File: config.mk
export PLATFORM = sky130hd
export DESIGN_NAME = apb_timer_periph_flat
export DESIGN_NICKNAME = d
export VERILOG_FILES = /design/src/rtl/apb_timer_periph_if.sv /design/src/rtl/apb_timer_periph.sv /design/src/flat_wrapper.sv
export SDC_FILE = /design/constraint.sdc
export NUM_CORES = 1
export LEC_CHECK = 0
export CORE_ASPECT_RATIO = 1.25
export CORE_MARGIN = 2
export CORE_UTILIZATION = 60
export CTS_BUF_LIST = sky130_fd_sc_hd__clkbuf_16
export DETAILED_ROUTE_END_ITERATION = 16
export GPL_TIMING_DRIVEN = 0
export PLACE_DENSITY = 0.92
export SLEW_MARGIN = 10
export SYNTH_ARGS = -nofsm -noshare
export SYNTH_HDL_FRONTEND = slang
export SYNTH_SLANG_ARGS = --single-unit
File: constraint.sdc
create_clock -name PCLK -period 4.8 [get_ports PCLK]
set_input_delay 0.96 -clock PCLK [delete_from_list [all_inputs] [get_ports PCLK]]
set_output_delay 0.96 -clock PCLK [all_outputs]
set_load 0.05 [all_outputs]
File: src/rtl/apb_timer_periph_if.sv
// APB slave port bundle for the timer peripheral slot.
interface apb_timer_periph_if;
  logic [31:0] PADDR;
  logic        PWRITE;
  logic        PENABLE;
  logic [31:0] PWDATA;
  logic        PSEL;
  logic [31:0] PRDATA;
  logic        PREADY;

  modport master (output PADDR, PWRITE, PENABLE, PWDATA, PSEL,
                  input  PRDATA, PREADY);
  modport slave  (input  PADDR, PWRITE, PENABLE, PWDATA, PSEL,
                  output PRDATA, PREADY);
endinterface

File: src/rtl/apb_timer_periph.sv
// APB timer: prescaler, up-counter with auto-reload compare, one-shot or
// periodic mode, sticky update flag and level interrupt.
module apb_timer_periph #(
  parameter int CNT_W = 32,
  parameter int PSC_W = 16
) (
  input  logic              PCLK,
  input  logic              PRESET,
  apb_timer_periph_if.slave apb,
  output logic              irq
);
  logic             en, ar, ie, uif;
  logic [PSC_W-1:0] psc, pcnt;
  logic [CNT_W-1:0] arr, tcnt;
  logic [2:0]       sel;
  logic             setup, wr;
  logic             wr_tcr, wr_psc, wr_arr, wr_tcnt, wr_tsr;
  logic             clr, tick, ovf;
  logic [31:0]      rd_mux;

  assign sel     = apb.PADDR[4:2];
  assign setup   = apb.PSEL & ~apb.PENABLE;
  assign wr      = apb.PSEL & apb.PENABLE & apb.PWRITE & apb.PREADY;
  assign wr_tcr  = wr & (sel == 3'd0);
  assign wr_psc  = wr & (sel == 3'd1);
  assign wr_arr  = wr & (sel == 3'd2);
  assign wr_tcnt = wr & (sel == 3'd3);
  assign wr_tsr  = wr & (sel == 3'd4);
  assign clr     = wr_tcr & apb.PWDATA[1];

  // A software counter load (CLR or TCNT write) swallows any tick on the same edge.
  assign tick = en & (pcnt == psc) & ~clr & ~wr_tcnt;
  assign ovf  = tick & (tcnt >= arr);
  assign irq  = uif & ie;

  // Register read mux; unused bits and unmapped offsets read as zero.
  always_comb begin
    rd_mux = '0;
    case (sel)
      3'd0:    rd_mux[3:0] = {ie, ar, 1'b0, en};
      3'd1:    rd_mux[PSC_W-1:0] = psc;
      3'd2:    rd_mux[CNT_W-1:0] = arr;
      3'd3:    rd_mux[CNT_W-1:0] = tcnt;
      3'd4:    rd_mux[0] = uif;
      default: rd_mux = '0;
    endcase
  end

  // Zero-wait APB handshake: PREADY high only in the access cycle, read data captured at setup.
  always_ff @(posedge PCLK or negedge PRESET) begin
    if (!PRESET) begin
      apb.PREADY <= 1'b0;
      apb.PRDATA <= '0;
    end else begin
      apb.PREADY <= setup;
      if (setup && !apb.PWRITE) apb.PRDATA <= rd_mux;
    end
  end

  // Control and configuration registers; a one-shot overflow drops EN unless software writes TCR.
  always_ff @(posedge PCLK or negedge PRESET) begin
    if (!PRESET) begin
      en  <= 1'b0;
      ar  <= 1'b0;
      ie  <= 1'b0;
      psc <= '0;
      arr <= '1;
    end else begin
      if (wr_tcr) begin
        en <= apb.PWDATA[0];
        ar <= apb.PWDATA[2];
        ie <= apb.PWDATA[3];
      end else if (ovf && !ar) begin
        en <= 1'b0;
      end
      if (wr_psc) psc <= apb.PWDATA[PSC_W-1:0];
      if (wr_arr) arr <= apb.PWDATA[CNT_W-1:0];
    end
  end

  // Prescaler and main counter, with software loads taking priority over ticks.
  always_ff @(posedge PCLK or negedge PRESET) begin
    if (!PRESET) begin
      tcnt <= '0;
      pcnt <= '0;
    end else if (clr) begin
      tcnt <= '0;
      pcnt <= '0;
    end else if (wr_tcnt) begin
      tcnt <= apb.PWDATA[CNT_W-1:0];
      pcnt <= '0;
    end else if (tick) begin
      pcnt <= '0;
      tcnt <= ovf ? '0 : tcnt + CNT_W'(1);
    end else if (en) begin
      pcnt <= pcnt + PSC_W'(1);
    end
  end

  // Sticky update flag; a hardware set beats a same-edge write-1-clear.
  always_ff @(posedge PCLK or negedge PRESET) begin
    if (!PRESET) begin
      uif <= 1'b0;
    end else if (ovf) begin
      uif <= 1'b1;
    end else if (wr_tsr && apb.PWDATA[0]) begin
      uif <= 1'b0;
    end
  end
endmodule

File: src/flat_wrapper.sv
// flat-port wrapper written by rule: the top's interface ports become plain ports
module apb_timer_periph_flat 
#(
  parameter int CNT_W = 32,
  parameter int PSC_W = 16
)
  (PCLK, PRESET, irq, apb_PADDR, apb_PWRITE, apb_PENABLE, apb_PWDATA, apb_PSEL, apb_PRDATA, apb_PREADY);
  apb_timer_periph_if apb_i ();
  input  logic PCLK;
  input  logic PRESET;
  output logic irq;
  input wire logic [$bits(apb_i.PADDR)-1:0] apb_PADDR;
  input wire logic [$bits(apb_i.PWRITE)-1:0] apb_PWRITE;
  input wire logic [$bits(apb_i.PENABLE)-1:0] apb_PENABLE;
  input wire logic [$bits(apb_i.PWDATA)-1:0] apb_PWDATA;
  input wire logic [$bits(apb_i.PSEL)-1:0] apb_PSEL;
  output wire logic [$bits(apb_i.PRDATA)-1:0] apb_PRDATA;
  output wire logic [$bits(apb_i.PREADY)-1:0] apb_PREADY;
  assign apb_i.PADDR = apb_PADDR;
  assign apb_i.PWRITE = apb_PWRITE;
  assign apb_i.PENABLE = apb_PENABLE;
  assign apb_i.PWDATA = apb_PWDATA;
  assign apb_i.PSEL = apb_PSEL;
  assign apb_PRDATA = apb_i.PRDATA;
  assign apb_PREADY = apb_i.PREADY;
  apb_timer_periph #(.CNT_W(CNT_W), .PSC_W(PSC_W)) u_core (.PCLK(PCLK), .PRESET(PRESET), .apb(apb_i), .irq(irq));
endmodule
## After elaboration in Yosys (flattened, before gate mapping)

Index checks and enable logic that the tools add are counted.

| storage, ports and cells | value |
|---|---|
| register bits | 133 |
| bits of input ports | 69 |
| output and inout port bits | 34 |
| logic and storage cells | 62 |

| cells by class | value |
|---|---|
| $add $sub $neg | 2 |
| $lt $le $gt $ge | 1 |
| equality and inequality tests | 5 |
| multiplexer cells | 16 |
| bitwise gates (word level) | 18 |
| reduce and logical (&&, ||, !) cells | 10 |

Operator list:

| operator | number |
|---|---|
| $mux W32 | 4 |
| $mux W16 | 4 |
| $pmux W12 S3 | 1 |
| $add A32 B1 Y32 const B | 1 |
| $ge A32 B32 Y1 | 1 |
| $pmux W16 S2 | 1 |
| $add A16 B1 Y16 const B | 1 |
| $eq A16 B16 Y1 | 1 |
| $and A1 B1 Y1 | 15 |
| $pmux W3 S4 | 1 |
| $eq A3 B2 Y1 const B | 2 |
| $pmux W1 S5 | 1 |
| $mux W1 | 4 |
| $reduce_bool A2 Y1 | 2 |
| $reduce_bool A4 Y1 | 1 |
| $eq A3 B1 Y1 const B | 1 |
| $eq A3 B3 Y1 const B | 1 |
| $logic_and A1 B1 Y1 | 3 |
| $logic_not A3 Y1 | 1 |
| $not A1 Y1 | 3 |
| $reduce_bool A3 Y1 | 1 |
| $logic_not A1 Y1 | 2 |

## Logic depth before layout (Yosys ltp)

| depth | value |
|---|---|
| word-level depth | 13 |
| gate-level depth with buffers | 10 |
| depth with buffers taken out | 9 |

## Worst setup path before layout

No wires, ideal clock.

| timing | value |
|---|---|
| kind | input-to-reg |
| start | input apb_PADDR[3] |
| end | register u_core.tcnt[12] |
| library setup time | 0.064 ns |
| arrival | 2.690 ns |
| data required time | 4.736 ns |
| slack | 2.046 ns |
| cell stages on the path | 9 |
| buffers on the path | 3 |
| cell sequence | buf_2 -> nor4bb_1 -> clkbuf_1 -> a21oi_1 -> nand3_2 -> or3_1 -> buf_6 -> o41ai_2 -> a21o_1 |

| between the ends | value |
|---|---|
| longest elaborated chain between the ends | 11 |
| elaborated cells between the ends (all ways) | 15 |
| those cells by class | 1 x eq/ne; 4 x mux; 8 x bitwise; 2 x reduce/logical |

RTL lines:

| item | RTL line | text |
|---|---|---|
| from (decl) | flat_wrapper.sv:12 | `input wire logic [$bits(apb_i.PADDR)-1:0] apb_PADDR;` |
| $logic_not A3 Y1 | apb_timer_periph.sv:24 | `assign wr_tcr = wr & (sel == 3'd0);` |
| $and A1 B1 Y1 | apb_timer_periph.sv:24 |  |
| $and A1 B1 Y1 | apb_timer_periph.sv:29 | `assign clr = wr_tcr & apb.PWDATA[1];` |
| $not A1 Y1 | apb_timer_periph.sv:32 | `assign tick = en & (pcnt == psc) & ~clr & ~wr_tcnt;` |
| $and A1 B1 Y1 (2 in a row) | apb_timer_periph.sv:32 |  |
| $and A1 B1 Y1 | apb_timer_periph.sv:33 | `assign ovf = tick & (tcnt >= arr);` |
| $mux W32 | apb_timer_periph.sv:94 | `tcnt <= ovf ? '0 : tcnt + CNT_W'(1);` |
| $mux W32 | apb_timer_periph.sv:92 | `end else if (tick) begin` |
| $mux W32 | apb_timer_periph.sv:89 | `end else if (wr_tcnt) begin` |
| $mux W32 | apb_timer_periph.sv:86 | `end else if (clr) begin` |
| to (signal assigned) | apb_timer_periph.sv:90 | `tcnt <= apb.PWDATA[CNT_W-1:0];` |
| to (signal assigned) | apb_timer_periph.sv:94 |  |
| to (decl) | apb_timer_periph.sv:14 | `logic [CNT_W-1:0] arr, tcnt;` |

Parallel ways exist; a longest one is shown, timed or not. The select of a mux whose other input is x is not followed.
A chain may end at the register's enable or synchronous reset.

## Worst setup path after layout

| timing | value |
|---|---|
| start | input apb_PWRITE |
| end | register u_core.pcnt[14] |

| between the ends | value |
|---|---|
| longest elaborated chain between the ends | 10 |
| elaborated cells between the ends (all ways) | 13 |
| those cells by class | 3 x mux; 9 x bitwise; 1 x reduce/logical |

RTL lines:

| item | RTL line | text |
|---|---|---|
| from (decl) | flat_wrapper.sv:13 | `input wire logic [$bits(apb_i.PWRITE)-1:0] apb_PWRITE;` |
| $and A1 B1 Y1 (*) (2 in a row) | apb_timer_periph.sv:23 | `assign wr = apb.PSEL & apb.PENABLE & apb.PWRITE & apb.PREADY;` |
| $and A1 B1 Y1 | apb_timer_periph.sv:24 |  |
| $and A1 B1 Y1 | apb_timer_periph.sv:29 |  |
| $not A1 Y1 | apb_timer_periph.sv:32 |  |
| $and A1 B1 Y1 (2 in a row) | apb_timer_periph.sv:32 |  |
| $mux W16 | apb_timer_periph.sv:92 |  |
| $mux W16 | apb_timer_periph.sv:89 |  |
| $mux W16 | apb_timer_periph.sv:86 |  |
| to (signal assigned) | apb_timer_periph.sv:96 | `pcnt <= pcnt + PSC_W'(1);` |
| to (decl) | apb_timer_periph.sv:13 | `logic [PSC_W-1:0] psc, pcnt;` |

Mark *: on every way between the ends. The rest lies on a longest branch, timed or not.

==> results.md <==
* **clock-pin slew on the worst setup and hold paths** 0.06 ns
* **most instantiated flip-flop cell in the synthesis netlist** dfrtp_1
* **EDFF count, synth** 0
* **reported max-cap violation count** 0
* **net count after synthesis** 915
* **xor/xnor cell area share of the yosys netlist** 3.785%
* **internal power** 2.402 mW
* **worst-skew pair later-pin latency** 0.43 ns
* **number of cells on the critical path** 10
* **share of layout cells above drive strength 1** 11.24%
* **CP Launch Type** input port
* **Initial DRC Count** 992
* **number of optimization iterations in the first detailed-route pass** 9
* **sequential fraction of the synthesis area** 45.49%
* **Crit Path Category** input port to flip-flop
* **post-route cell area** 0.008901 mm²
* **Slew Viols, Final** 0
* **floorplan core area** 0.01211 mm²
* **wire length of the first global-routing pass** 34,800 µm
* **number of rows in the core area** 45
* **sw frac** 33.13%
* **RSZ-0062 raised after global routing** no
* **dominant combinational cell family by area after synthesis** simple AND/OR/NAND/NOR gates
* **pre-CTS setup slack** 0.8088 ns
* **post-synthesis simple-gate area fraction** 18.81%
* **area post-placement** 0.008349 mm²
* **maximum number of pins on one net before global-route repair** 88
* **number of vias in the routed layout** 7,078
* **combined buffer and inverter count along the critical path** 4
* **Tcrit/Tclk final** 78.87%
* **relative slew slack** 29.10%
* **final setup violation count** 0
* **compound-cell area share of the yosys netlist** 17.32%
* **final setup skew** 0.01540 ns
* **highest attainable clock frequency** 264.2 MHz
* **power density cells** 403.5 mW/mm²
* **warnings from Yosys** 0
* **post-detailed-route count of antenna-violating nets** 0
* **number of unique standard cell types used by synthesis** 54
* **clock tree from TritonCTS** yes
* **number of hold violations in the final report** 0
* **peak supply drop** 229.2 µV
* **total routing usage reported by global routing** 34.27%
* **R2R depth** 10
* **slowest library cell on the worst path** a21oi_1
* **register bit total from synthesis** 133
* **post-synthesis area per instance** 9.119 µm²
* **antenna violations before repair** 0
* **ys async rst share** 100.0%
* **area delta synth->final** 20.21%
* **via-per-instance ratio** 6.554
* **share of power burned in registers** 42.3%
* **worst hold path type** input port to async pin
* **part of the power in combinational logic** 23.1%
* **average routed wire per standard cell** 20.09 µm
* **Arr. time, crit path** 4.10 ns
* **Post-Synth Adder-Cell Area** 5.745%
* **starting utilization of the core area** 61.17%
* **Final Critical Period** 3.786 ns
* **antenna diode count** 0
* **maximum level of the CTS H-tree** 4
* **net switching power** 1.190 mW
* **Die Width** 103.4 µm
* **post-detailed-route DRC marker count** 0
* **number of instances in the synthesized netlist** 812
* **vias in the first global route** 6,985
* **outcome** finished clean
* **Top delay family on crit path** buffers and inverters
* **Die Y** 128.2 µm
* **fraction of synthesized area in multiplexers** 3.768%
* **GR Overflow Total** 0
* **worst-path maximum fanout** 10
* **final RePlAce weighted congestion** 0.9396
* **Longest Clk Path Bufs** 2
* **root buffer cell** clkbuf_16
* **slew at the pin closest to its max-slew limit** 1.061 ns
* **port bufs** 71
* **Critical Path, Cell by Cell** clkdlybuf4s50_1 > nand4_1 > nor4bb_1 > clkbuf_1 > a21oi_1 > nand4_1 > nand2_1 > buf_2 > buf_2 > nor2_1
* **Die Footprint** 0.01325 mm²
* **category of the worst setup path capture point** flip-flop
* **mapped cell area** 0.007405 mm²
* **total length of routed wires** 21,700 µm
* **CTS sink cnt** 133
* **Worst EP required** 5.11 ns
* **proportion of power drawn by the clock network** 34.6%
* **slowest stage delay, CP** 0.53 ns
* **post-cts resize count** 0
* **leakage** 3.911 nW
* **DP HPWL** 14,810 µm
* **setup slack of the critical path after layout** 1.014 ns
* **Final Net Count** 1,006
* **number of buffers inserted by hold repair at cts** 0
* **# IOs** 103
* **number of buffers created by CTS** 17
* **total setup buffers inserted after CTS** 0
==> Yosys cell counts (4+ instances only) <==
master / number / area share [%]
xnor2_1: 21 / 2.5
nand3b_1: 4 / 0.41
o21a_1: 5 / 0.51
mux2_2: 19 / 2.9
dfstp_2: 32 / 11
and2_1: 5 / 0.42
dfrtp_1: 101 / 34
a221oi_1: 16 / 1.9
o211ai_1: 7 / 0.71
xor2_1: 11 / 1.3
nor4_1: 14 / 1.2
a21o_1: 6 / 0.61
ha_1: 34 / 5.7
nand4_1: 23 / 1.9
nand3_1: 23 / 1.6
o21ai_0: 92 / 6.2
clkbuf_1: 32 / 1.6
a32oi_1: 4 / 0.47
inv_1: 50 / 2.5
buf_2: 10 / 0.68
nor3_1: 7 / 0.47
nor2_1: 74 / 3.8
a22oi_1: 20 / 2.0
and3_1: 14 / 1.2
nand2_1: 113 / 5.7
a22o_1: 4 / 0.47
a21oi_1: 20 / 1.4
==> kinds of logic after synthesis <==
kind of cell	after synthesis
XOR/XNOR	32
AO/OA/AOI/OAI	198
flip-flops	133
buffers and inverters	95
AND/OR/NAND/NOR	297
multiplexers	23
adder cells (fa/ha/maj)	34
==> worst paths after layout <==
path / from / endpoint / slack [ns]
min: PRESET / u_core.apb.PRDATA[14] / 0.46
max reg2reg: u_core.arr[27] / u_core.en / 1.56
max in group asynchronous: PRESET / u_core.arr[6] / 3.53
min reg2reg: u_core.apb.PRDATA[5] / u_core.apb.PRDATA[5] / 0.48
min in group PCLK: u_core.apb.PRDATA[5] / u_core.apb.PRDATA[5] / 0.48
max: apb_PWRITE / u_core.pcnt[14] / 1.01
==> power by group through the flow <==
stage	clock, mW	combinational [mW]	sequential, mW
detailed placement	0	0.809	1.52
finish	1.24	0.831	1.52
floorplan	0	0.420	1.61
global placement	0	0.767	1.51
global route	1.30	0.901	1.54
CTS	1.24	0.823	1.51
==> registers in the layout, summed over array words and instances (netlist names) <==
name	count
u_core.apb.PRDATA	32
u_core.ar	1
u_core.psc	16
u_core.pcnt	16
u_core.uif	1
u_core.arr	32
u_core.en	1
u_core.tcnt	32
u_core.ie	1
u_core.apb.PREADY	1
==> per-layer routing <==
layer  wire length (µm)  up-vias  track usage [%]  share of wire, %
met1               7688     3344            41.75                35
li1                   -     3080                -                 -
met3               2102      132            7.361               9.7
met2              10540      522            54.69                49
met5                  0        -                0                 0
met4               1370        0            21.21               6.3
==> layout by cell type (no fill, tap or decap), drive strengths merged, types with 6 or more instances in the layout <==
cell type and count:
nor4 14, o21ai 94, nor2 74, dfstp 32
mux2 19, a21o 6, nand4 23, and3 14
clkbuf 49, clkdlybuf4s50 70, o211ai 7, nor3 8
inv 53, nand3 24, xor2 11, a21oi 20
a221oi 16, a22oi 20, dfrtp 101, xnor2 21
clkinv 8, nand2 113, buf 15, ha 34
==> cell type report <==
| cell class | instances | area [µm²] |
|---|---|---|
| clock inverter | 15 | 126.4 |
| clock buffer | 17 | 425.4 |
| inverter | 50 | 187.7 |
| timing repair buffer | 72 | 739.5 |
| tap | 164 | 205.2 |
| fill | 826 | 3204 |
| multi-input combinational | 584 | 3660 |
| buffer | 45 | 188.9 |
| sequential | 133 | 3368 |
==> metrics by stage <==
stage               utilization, %  power [mW]  hold WS, ns  instances  setup TNS [ns]
finish                       73.53       3.591       0.4602       1080               0
global route                 73.53       3.739       0.4952       1080               0
CTS                          73.53       3.569       0.4748       1080               0
detailed placement           68.97       2.329       0.4691       1048               0
global placement             68.73       2.279       0.4601       1047         -269.47
floorplan                        -       2.028       0.4772        812               0
Power figures use the tool's default switching activity.
